--- src/rtl/flash_bus_arbiter_pkg.sv ---
// Shared encodings for the flash bus arbiter: FSM states, owner codes and
// the saturating outstanding-request counter update.
package flash_bus_arbiter_pkg;

  localparam logic [2:0] ST_IDLE  = 3'd0;
  localparam logic [2:0] ST_OWN_A = 3'd1;
  localparam logic [2:0] ST_OWN_B = 3'd2;
  localparam logic [2:0] ST_DRAIN = 3'd3;
  localparam logic [2:0] ST_GAP   = 3'd4;

  localparam logic [1:0] OWNER_NONE = 2'b00;
  localparam logic [1:0] OWNER_A    = 2'b01;
  localparam logic [1:0] OWNER_B    = 2'b10;

  // Saturates at 3 and holds at 0 on a stray ack rather than wrapping.
  function automatic logic [1:0] outstanding_update(input logic [1:0] cur,
                                                    input logic       accept,
                                                    input logic       ack);
    logic [1:0] res;
    res = cur;
    if (accept && !ack) begin
      if (cur != 2'd3) begin
        res = cur + 2'd1;
      end else begin
        res = cur;
      end
    end else if (ack && !accept) begin
      if (cur != 2'd0) begin
        res = cur - 2'd1;
      end else begin
        res = cur;
      end
    end else begin
      res = cur;
    end
    return res;
  endfunction

endpackage

--- src/rtl/flash_bus_arbiter.sv ---
// Two-master Wishbone arbiter in front of the SPI flash controller; forces a
// CYC-low cycle between owners and lets data accesses preempt long fetch streams.
module flash_bus_arbiter
  import flash_bus_arbiter_pkg::*;
#(
  parameter int HOLD_LIMIT = 16
) (
  input  logic        i_clk,
  input  logic        i_reset,
  input  logic        i_a_cyc,
  input  logic        i_a_stb,
  input  logic [21:0] i_a_addr,
  output logic        o_a_stall,
  output logic        o_a_ack,
  output logic [31:0] o_a_data,
  input  logic        i_b_cyc,
  input  logic        i_b_stb,
  input  logic        i_b_cfg_stb,
  input  logic        i_b_we,
  input  logic [21:0] i_b_addr,
  input  logic [31:0] i_b_data,
  output logic        o_b_stall,
  output logic        o_b_ack,
  output logic [31:0] o_b_data,
  output logic        o_s_cyc,
  output logic        o_s_stb,
  output logic        o_s_cfg_stb,
  output logic        o_s_we,
  output logic [21:0] o_s_addr,
  output logic [31:0] o_s_data,
  input  logic        i_s_stall,
  input  logic        i_s_ack,
  input  logic [31:0] i_s_data,
  output logic [1:0]  o_owner,
  output logic        o_preempt
);

  localparam int              HOLD_W   = (HOLD_LIMIT > 1) ? $clog2(HOLD_LIMIT + 1) : 1;
  localparam logic [HOLD_W-1:0] HOLD_MAX = HOLD_W'(HOLD_LIMIT);
  localparam logic [HOLD_W-1:0] HOLD_ONE = HOLD_W'(1);
  localparam logic [HOLD_W-1:0] HOLD_ZERO = HOLD_W'(0);
  localparam logic              HOLD_EN  = (HOLD_LIMIT != 0);

  logic [2:0]        state_r, state_next_s;
  logic [1:0]        last_owner_r, last_owner_next_s;
  logic [1:0]        outstanding_r, outstanding_next_s;
  logic [HOLD_W-1:0] hold_cnt_r, hold_cnt_next_s;
  logic              preempt_s;
  logic              accept_s;
  logic              ack_s;

  assign o_a_data = i_s_data;
  assign o_b_data = i_s_data;

  assign preempt_s = HOLD_EN && (state_r == ST_OWN_A) && i_a_cyc && i_b_cyc &&
                     (hold_cnt_r == HOLD_MAX);

  // Slave-side mux and master stall/ack routing for the current owner.
  always_comb begin
    o_s_cyc     = 1'b0;
    o_s_stb     = 1'b0;
    o_s_cfg_stb = 1'b0;
    o_s_we      = 1'b0;
    o_s_addr    = 22'd0;
    o_s_data    = 32'd0;
    o_a_stall   = 1'b1;
    o_a_ack     = 1'b0;
    o_b_stall   = 1'b1;
    o_b_ack     = 1'b0;
    o_owner     = OWNER_NONE;
    o_preempt   = 1'b0;
    case (state_r)
      ST_OWN_A: begin
        // The preempt cycle already behaves like the first drain cycle.
        o_s_cyc   = i_a_cyc;
        o_s_stb   = i_a_cyc && i_a_stb && !preempt_s;
        o_s_addr  = i_a_addr;
        o_a_stall = i_s_stall || preempt_s;
        o_a_ack   = i_a_cyc && i_s_ack;
        o_owner   = OWNER_A;
        o_preempt = preempt_s;
      end
      ST_DRAIN: begin
        o_s_cyc  = i_a_cyc;
        o_s_addr = i_a_addr;
        o_a_ack  = i_a_cyc && i_s_ack;
        o_owner  = OWNER_A;
      end
      ST_OWN_B: begin
        o_s_cyc     = i_b_cyc;
        o_s_stb     = i_b_cyc && i_b_stb;
        o_s_cfg_stb = i_b_cyc && i_b_cfg_stb;
        o_s_we      = i_b_we;
        o_s_addr    = i_b_addr;
        o_s_data    = i_b_data;
        o_b_stall   = i_s_stall;
        o_b_ack     = i_b_cyc && i_s_ack;
        o_owner     = OWNER_B;
      end
      default: begin
        o_owner = OWNER_NONE;
      end
    endcase
  end

  assign accept_s = o_s_cyc && (o_s_stb || o_s_cfg_stb) && !i_s_stall;
  assign ack_s    = o_s_cyc && i_s_ack;

  // Next-state, ownership history, outstanding and hold-count updates.
  always_comb begin
    state_next_s       = state_r;
    last_owner_next_s  = last_owner_r;
    outstanding_next_s = outstanding_update(outstanding_r, accept_s, ack_s);
    hold_cnt_next_s    = hold_cnt_r;
    case (state_r)
      ST_IDLE: begin
        outstanding_next_s = 2'd0;
        hold_cnt_next_s    = HOLD_ZERO;
        if (i_a_cyc && (!i_b_cyc || (last_owner_r == OWNER_B))) begin
          state_next_s = ST_OWN_A;
        end else if (i_b_cyc) begin
          state_next_s = ST_OWN_B;
        end else begin
          state_next_s = ST_IDLE;
        end
      end
      ST_OWN_A: begin
        if (!i_a_cyc) begin
          state_next_s       = ST_IDLE;
          last_owner_next_s  = OWNER_A;
          outstanding_next_s = 2'd0;
          hold_cnt_next_s    = HOLD_ZERO;
        end else if (preempt_s) begin
          state_next_s    = ST_DRAIN;
          hold_cnt_next_s = HOLD_ZERO;
        end else if (!i_b_cyc) begin
          hold_cnt_next_s = HOLD_ZERO;
        end else if (ack_s && (hold_cnt_r != HOLD_MAX)) begin
          hold_cnt_next_s = hold_cnt_r + HOLD_ONE;
        end else begin
          hold_cnt_next_s = hold_cnt_r;
        end
      end
      ST_DRAIN: begin
        if (!i_a_cyc) begin
          state_next_s       = ST_IDLE;
          last_owner_next_s  = OWNER_A;
          outstanding_next_s = 2'd0;
        end else if (outstanding_r == 2'd0) begin
          state_next_s = ST_GAP;
        end else begin
          state_next_s = ST_DRAIN;
        end
      end
      ST_GAP: begin
        state_next_s       = ST_OWN_B;
        last_owner_next_s  = OWNER_A;
        outstanding_next_s = 2'd0;
      end
      ST_OWN_B: begin
        if (!i_b_cyc) begin
          state_next_s       = ST_IDLE;
          last_owner_next_s  = OWNER_B;
          outstanding_next_s = 2'd0;
        end else begin
          state_next_s = ST_OWN_B;
        end
      end
      default: begin
        state_next_s       = ST_IDLE;
        outstanding_next_s = 2'd0;
        hold_cnt_next_s    = HOLD_ZERO;
      end
    endcase
  end

  // State register with synchronous reset.
  always_ff @(posedge i_clk) begin
    if (i_reset) begin
      state_r       <= ST_IDLE;
      last_owner_r  <= OWNER_B;
      outstanding_r <= 2'd0;
      hold_cnt_r    <= HOLD_ZERO;
    end else begin
      state_r       <= state_next_s;
      last_owner_r  <= last_owner_next_s;
      outstanding_r <= outstanding_next_s;
      hold_cnt_r    <= hold_cnt_next_s;
    end
  end

endmodule

--- config.mk ---
export PLATFORM = sky130hd
export DESIGN_NAME = flash_bus_arbiter
export DESIGN_NICKNAME = d
export VERILOG_FILES = /design/src/rtl/flash_bus_arbiter_pkg.sv /design/src/rtl/flash_bus_arbiter.sv
export SDC_FILE = /design/constraint.sdc
export NUM_CORES = 1
export LEC_CHECK = 0
export ABC_AREA = 0
export CORE_AREA = 2 2 96 98
export CTS_BUF_LIST = sky130_fd_sc_hd__clkbuf_8
export DETAILED_ROUTE_END_ITERATION = 8
export DIE_AREA = 0 0 98 100
export DONT_BUFFER_PORTS = 1
export PLACE_DENSITY = 0.37
export SKIP_LAST_GASP = 1
export SLEW_MARGIN = 0
export SYNTH_ARGS = -nofsm -noshare
export SYNTH_HDL_FRONTEND = slang
export SYNTH_SLANG_ARGS = --single-unit
--- constraint.sdc ---
create_clock -name i_clk -period 1.9 [get_ports i_clk]
set_input_delay 0.38 -clock i_clk [delete_from_list [all_inputs] [get_ports i_clk]]
set_output_delay 0.38 -clock i_clk [all_outputs]
set_load 0.05 [all_outputs]
Word level (Yosys, flattened, before mapping)
Cells that the tools add are included.

operators by class
  add/sub/neg operators = 3
  multiply operators = 0
  divide/modulo/power cells = 0
  magnitude comparators = 0
  equality and inequality tests = 12
  shift operators = 0
  mux-type cells = 34
  bitwise gates (word level) = 1
  reduce and logical (&&, ||, !) cells = 32

operators by type and width
  operator             number
  $pmux 22 s2          1
  $mux 32              1
  $mux 2               10
  $mux 5               4
  $logic_and 1x1->1    16
  $pmux 3 s5           1
  $mux 3               4
  $pmux 5 s2           1
  $pmux 2 s2           2
  $mux 1               7
  $eq 3x2->1 const B   2
  $ne 2x2->1 const B   3
  $pmux 2 s3           1
  $add 5x1->5 const B  1
  $eq 5x5->1 const B   1
  $logic_not 1->1      5
  $ne 5x4->1 const B   1
  $ne 5x5->1 const B   1
  $pmux 1 s2           2
  $eq 3x1->1 const B   1
  $eq 3x3->1 const B   1
  $logic_not 3->1      1
  $logic_or 1x1->1     3
  $ne 3x3->1 const B   1
  11 further kinds     11

word-level totals
  register bits = 12
  latch bits = 0
  RAM bits = 0
  memory bits (read-only) = 0
  bits of input ports = 118
  output and inout bits = 129
  word-level logic and storage cells = 86
  memories = 0

Logic depth before layout (Yosys ltp)
  depth in word-level cells = 16
  gate-level depth with buffers = 8

Least setup slack after synthesis
OpenSTA, ideal clock, no wires.

  path kind = register -> output
  from = register hold_cnt_r[0]
  to = output o_a_stall
  arrival = 2826 ps
  data required time = 1520 ps
  setup slack = -1306 ps
  cell stages (with the launch flop) = 6
  path through = dfxtp_1 -> inv_1 -> ha_1 -> and4bb_4 -> nor4bb_1 -> or4b_2

on the way
  longest elaborated chain between the ends = 4

RTL lines
  item                    RTL line                  RTL
  from (decl)             flash_bus_arbiter.sv:47   logic [HOLD_W-1:0] hold_cnt_r, hold_cnt_next_s;
  from (signal assigned)  flash_bus_arbiter.sv:188  hold_cnt_r <= hold_cnt_next_s;
  $eq 5x5->1              flash_bus_arbiter.sv:56   (hold_cnt_r == HOLD_MAX);
  $logic_and 1x1->1       flash_bus_arbiter.sv:55   assign preempt_s = HOLD_EN && (state_r == ST_OWN_A) && i_a_cyc && i_b_cyc &&
  $logic_or 1x1->1        flash_bus_arbiter.sv:78   o_a_stall = i_s_stall || preempt_s;
  $mux 1                  flash_bus_arbiter.sv:72   case (state_r)
  to (decl)               flash_bus_arbiter.sv:13   output logic o_a_stall,

No other way between the ends.

Final worst setup path
  from = register hold_cnt_r[1]
  to = output o_a_stall

The elaborated chain is that of the path after synthesis.

==> results.md <==
- Int Pwr: 0.000931 W
- CTS hold repair buffers: 0
- Final Hold Vio Count: 0
- GPL Wtd Cong: 0.837
- Antenna-violating nets left: 0
- DPL Wire Length: 5710 µm
- # fillers: 870
- Starting Density: 20.0%
- Setup WS post-layout: -0.211 ns
- Worst setup slack after placement: -0.164 ns
- Fin nets: 354
- Worst Hold Slack: 0.196 ns
- Cell variety after synth: 44
- Vias: 1629
- Top cell type's share of synthesized area: 27.0%
- Cell taking the most area after synthesis: buf_4
- Crit-path cells: inv_2 > ha_4 > and4bb_4 > nor4bb_4 > or4b_4
- Clock skew: 0.00696 ns
- Via density: 4.74
- Clock root cell: clkbuf_8
- Critical-path maximum fanout: 3
- Core area: 8890 µm²
- Slew HR: 76.7%
- H-Tree Depth: 1
- Tightest Pin Transition: 0.340 ns
- Final Max Tran Viols: 0
- Max Freq: 474 MHz
- # IOs: 247
- Setup CP Type: register to primary output
- Largest net degree at the start of global routing: 24
- Sw Ratio: 42.2%
- 1st-pass router iterations: 4
- CTS max path bufs: 2
- Sink Count: 12
- Reg2reg path depth: 7
- RSZ-0062 raised after global routing: yes
- CP max-delay cell: or4b_4
- Crit. End Element: primary output
- CP peak stage delay: 0.60 ns
- Most common flop cell mapped by yosys: dfxtp_1
- Die Span X: 98 µm
- #FFs+latches synth: 12
- Avg Inst Size Synth: 7.69 µm²
- Clock share of power: 18.1%
- Remaining global-route overflow: 0
- Critical path arrival: 1.73 ns
- Iter 0 DRT Violations: 63
- Post-synth ARST share: 0%
- Placed instance area: 2320 µm²
- Layout cells sized above 1: 71.2%
- Final instance area: 3010 µm²
- Initial antenna violation count: 0
- Syn-to-layout area delta: 69.6%
- CTS clk-pin slew, worst paths: 0.06 ns
- Mapped Cells: 231
- Rows: 35
- Die Span Y: 100 µm
- Final period utilization: 111%
- Post-synthesis sequential area ratio: 13.5%
- PortBufs: 0
- Via count of the first global-routing pass: 1662
- CP startpoint kind: register
- Status: finished with violations
- Peak supply drop: 0.000230 V
- YS warnings: 0
- Net count after synthesis: 351
- Antenna diode count: 0
- Switching pwr: 0.000678 W
- Mapped Area: 1780 µm²
- Final setup vio count: 68
- Drc violations: 0
- Die area: 9800 µm²
- Area contributors post-synth: buf_4, dfxtp_1, and2_1
- Final core utilization: 33.9%
- Insertion delay to the later sink of the worst-skew pair: 0.25 ns
- Cells on Worst Hold Path: 1
- Post-synth EDFFs: 0
- Worst hold path type: input pin to register
- Logic gate share of total power: 65.4%
- GRT Overall Usage: 14.2%
- Sequential power share: 16.5%
- Final TNS setup: -5.70 ns
- CTS buffer count: 3
- First-pass GRT wire length: 10700 µm
- CTS tree: built
- Req. time, crit path: 1.52 ns
- Post-route minimum period: 2.11 ns
- PD cells: 534 nW/µm²
- Lkg Pwr: 1.29 nW
- Routed wire length: 7650 µm
- Routed wire per std cell: 22.2 µm
- Failing checks: setup timing
- Max Cap Violations: 0
cell usage after synthesis, types with 3 or more instances:
cell type / instances
buf_4: 64
and2_1: 34
a22o_1: 22
clkbuf_1: 12
dfxtp_1: 12
inv_1: 9
nor2_1: 8
nand2_1: 7
o21ai_0: 7
a21oi_1: 5
a31oi_1: 3
nand2b_1: 3
layout make-up:
type                            count  area, µm²  share of cell area, %
Multi-Input combinational cell    130       1310                   43.4
Timing Repair Buffer               78       1220                   40.4
Sequential cell                    12        249                   8.26
Tap cell                          111        139                   4.61
Clock buffer                        4       55.1                   1.83
Inverter                            9       46.3                   1.54
routing by layer:
layer,up-vias,part of all wire (%),track usage [%]
met5,-,0,0
met4,0,1.2,3.31
met3,10,13,8.50
met2,101,50,22.9
met1,774,36,16.2
li1,744,-,-
path summary, 6_finish.rpt:
check        slack (ns)                    endpoint                        from
max               -0.21                   o_a_stall  hold_cnt_r[1]$_SDFFE_PP0P_
min                0.20     state_r[2]$_SDFFE_PP0P_                     i_reset
max reg2reg       -0.07  hold_cnt_r[3]$_SDFFE_PP0P_     state_r[0]$_SDFFE_PP0P_
min reg2reg        0.47  hold_cnt_r[4]$_SDFFE_PP0P_  hold_cnt_r[4]$_SDFFE_PP0P_
layout by cell type (no fill, tap or decap), types with 2 or more instances in the layout:
| cell type | instances |
|---|---|
| and2_4 | 34 |
| or4b_4 | 2 |
| inv_1 | 6 |
| a22o_4 | 22 |
| mux2i_1 | 2 |
| inv_2 | 2 |
| clkbuf_16 | 2 |
| nand4_1 | 2 |
| clkbuf_8 | 4 |
| a21o_1 | 2 |
| a31oi_1 | 3 |
| dfxtp_1 | 7 |
| buf_16 | 3 |
| nor2_1 | 7 |
| o21ai_1 | 2 |
| nor3b_1 | 2 |
| a21oi_1 | 4 |
| nand2b_1 | 2 |
| buf_12 | 39 |
| nand2_1 | 7 |
| o21ai_0 | 7 |
| buf_4 | 23 |
| dfxtp_2 | 4 |
| o31a_1 | 2 |
| buf_8 | 2 |
| buf_6 | 9 |
through the flow:
step,std cells,total power [W]
3_5_place_dp,312,0.00111
4_1_cts,338,0.00157
2_1_floorplan,231,0.00121
6_report,344,0.00161
3_3_place_gp,312,0.00111
5_1_grt,344,0.00167
power groups by stage:
stage,Clock [W],Sequential [W],Combinational (W)
after floorplan,0,0.000272,0.000941
after global placement,0,0.000272,0.000837
after detailed placement,0,0.000272,0.000839
after CTS,0.000300,0.000265,0.00101
after global routing,0.000310,0.000267,0.00109
final,0.000291,0.000266,0.00105
cells by family (layout without fill, tap and decap cells):
kind of cell / count (synthesis) / count (layout) / share of synthesized area (%)
AO/OA/AOI/OAI: 55 / 55 / 23.8
adder cells (fa/ha/maj): 2 / 2 / 1.41
buffers and inverters: 89 / 91 / 33.3
flip-flops: 12 / 12 / 13.5
multiplexers: 3 / 3 / 1.76
AND/OR/NAND/NOR: 70 / 70 / 26.2
timing repair:
| action | CTS | global route |
|---|---|---|
| gates resized for setup | 45 | 32 |
| pin swaps | 41 | 28 |
| endpoints found under the setup margin | 64 | 71 |
| buffers inserted | 16 | 6 |
| gates cloned | 6 | 3 |
state kept, by name (all words and copies together) (netlist names):
register       count
last_owner_r       2
outstanding_r      2
state_r            3
hold_cnt_r         5
worst max-delay path: cells and delay by family (launching register included):
family / cells / cell delay (ns)
adder cells (fa/ha/maj): 1 / 0.14
buffers and inverters: 1 / 0.05
flip-flops: 1 / 0.34
AND/OR/NAND/NOR: 3 / 0.97
Note: power is estimated with default switching activity, not from simulation.
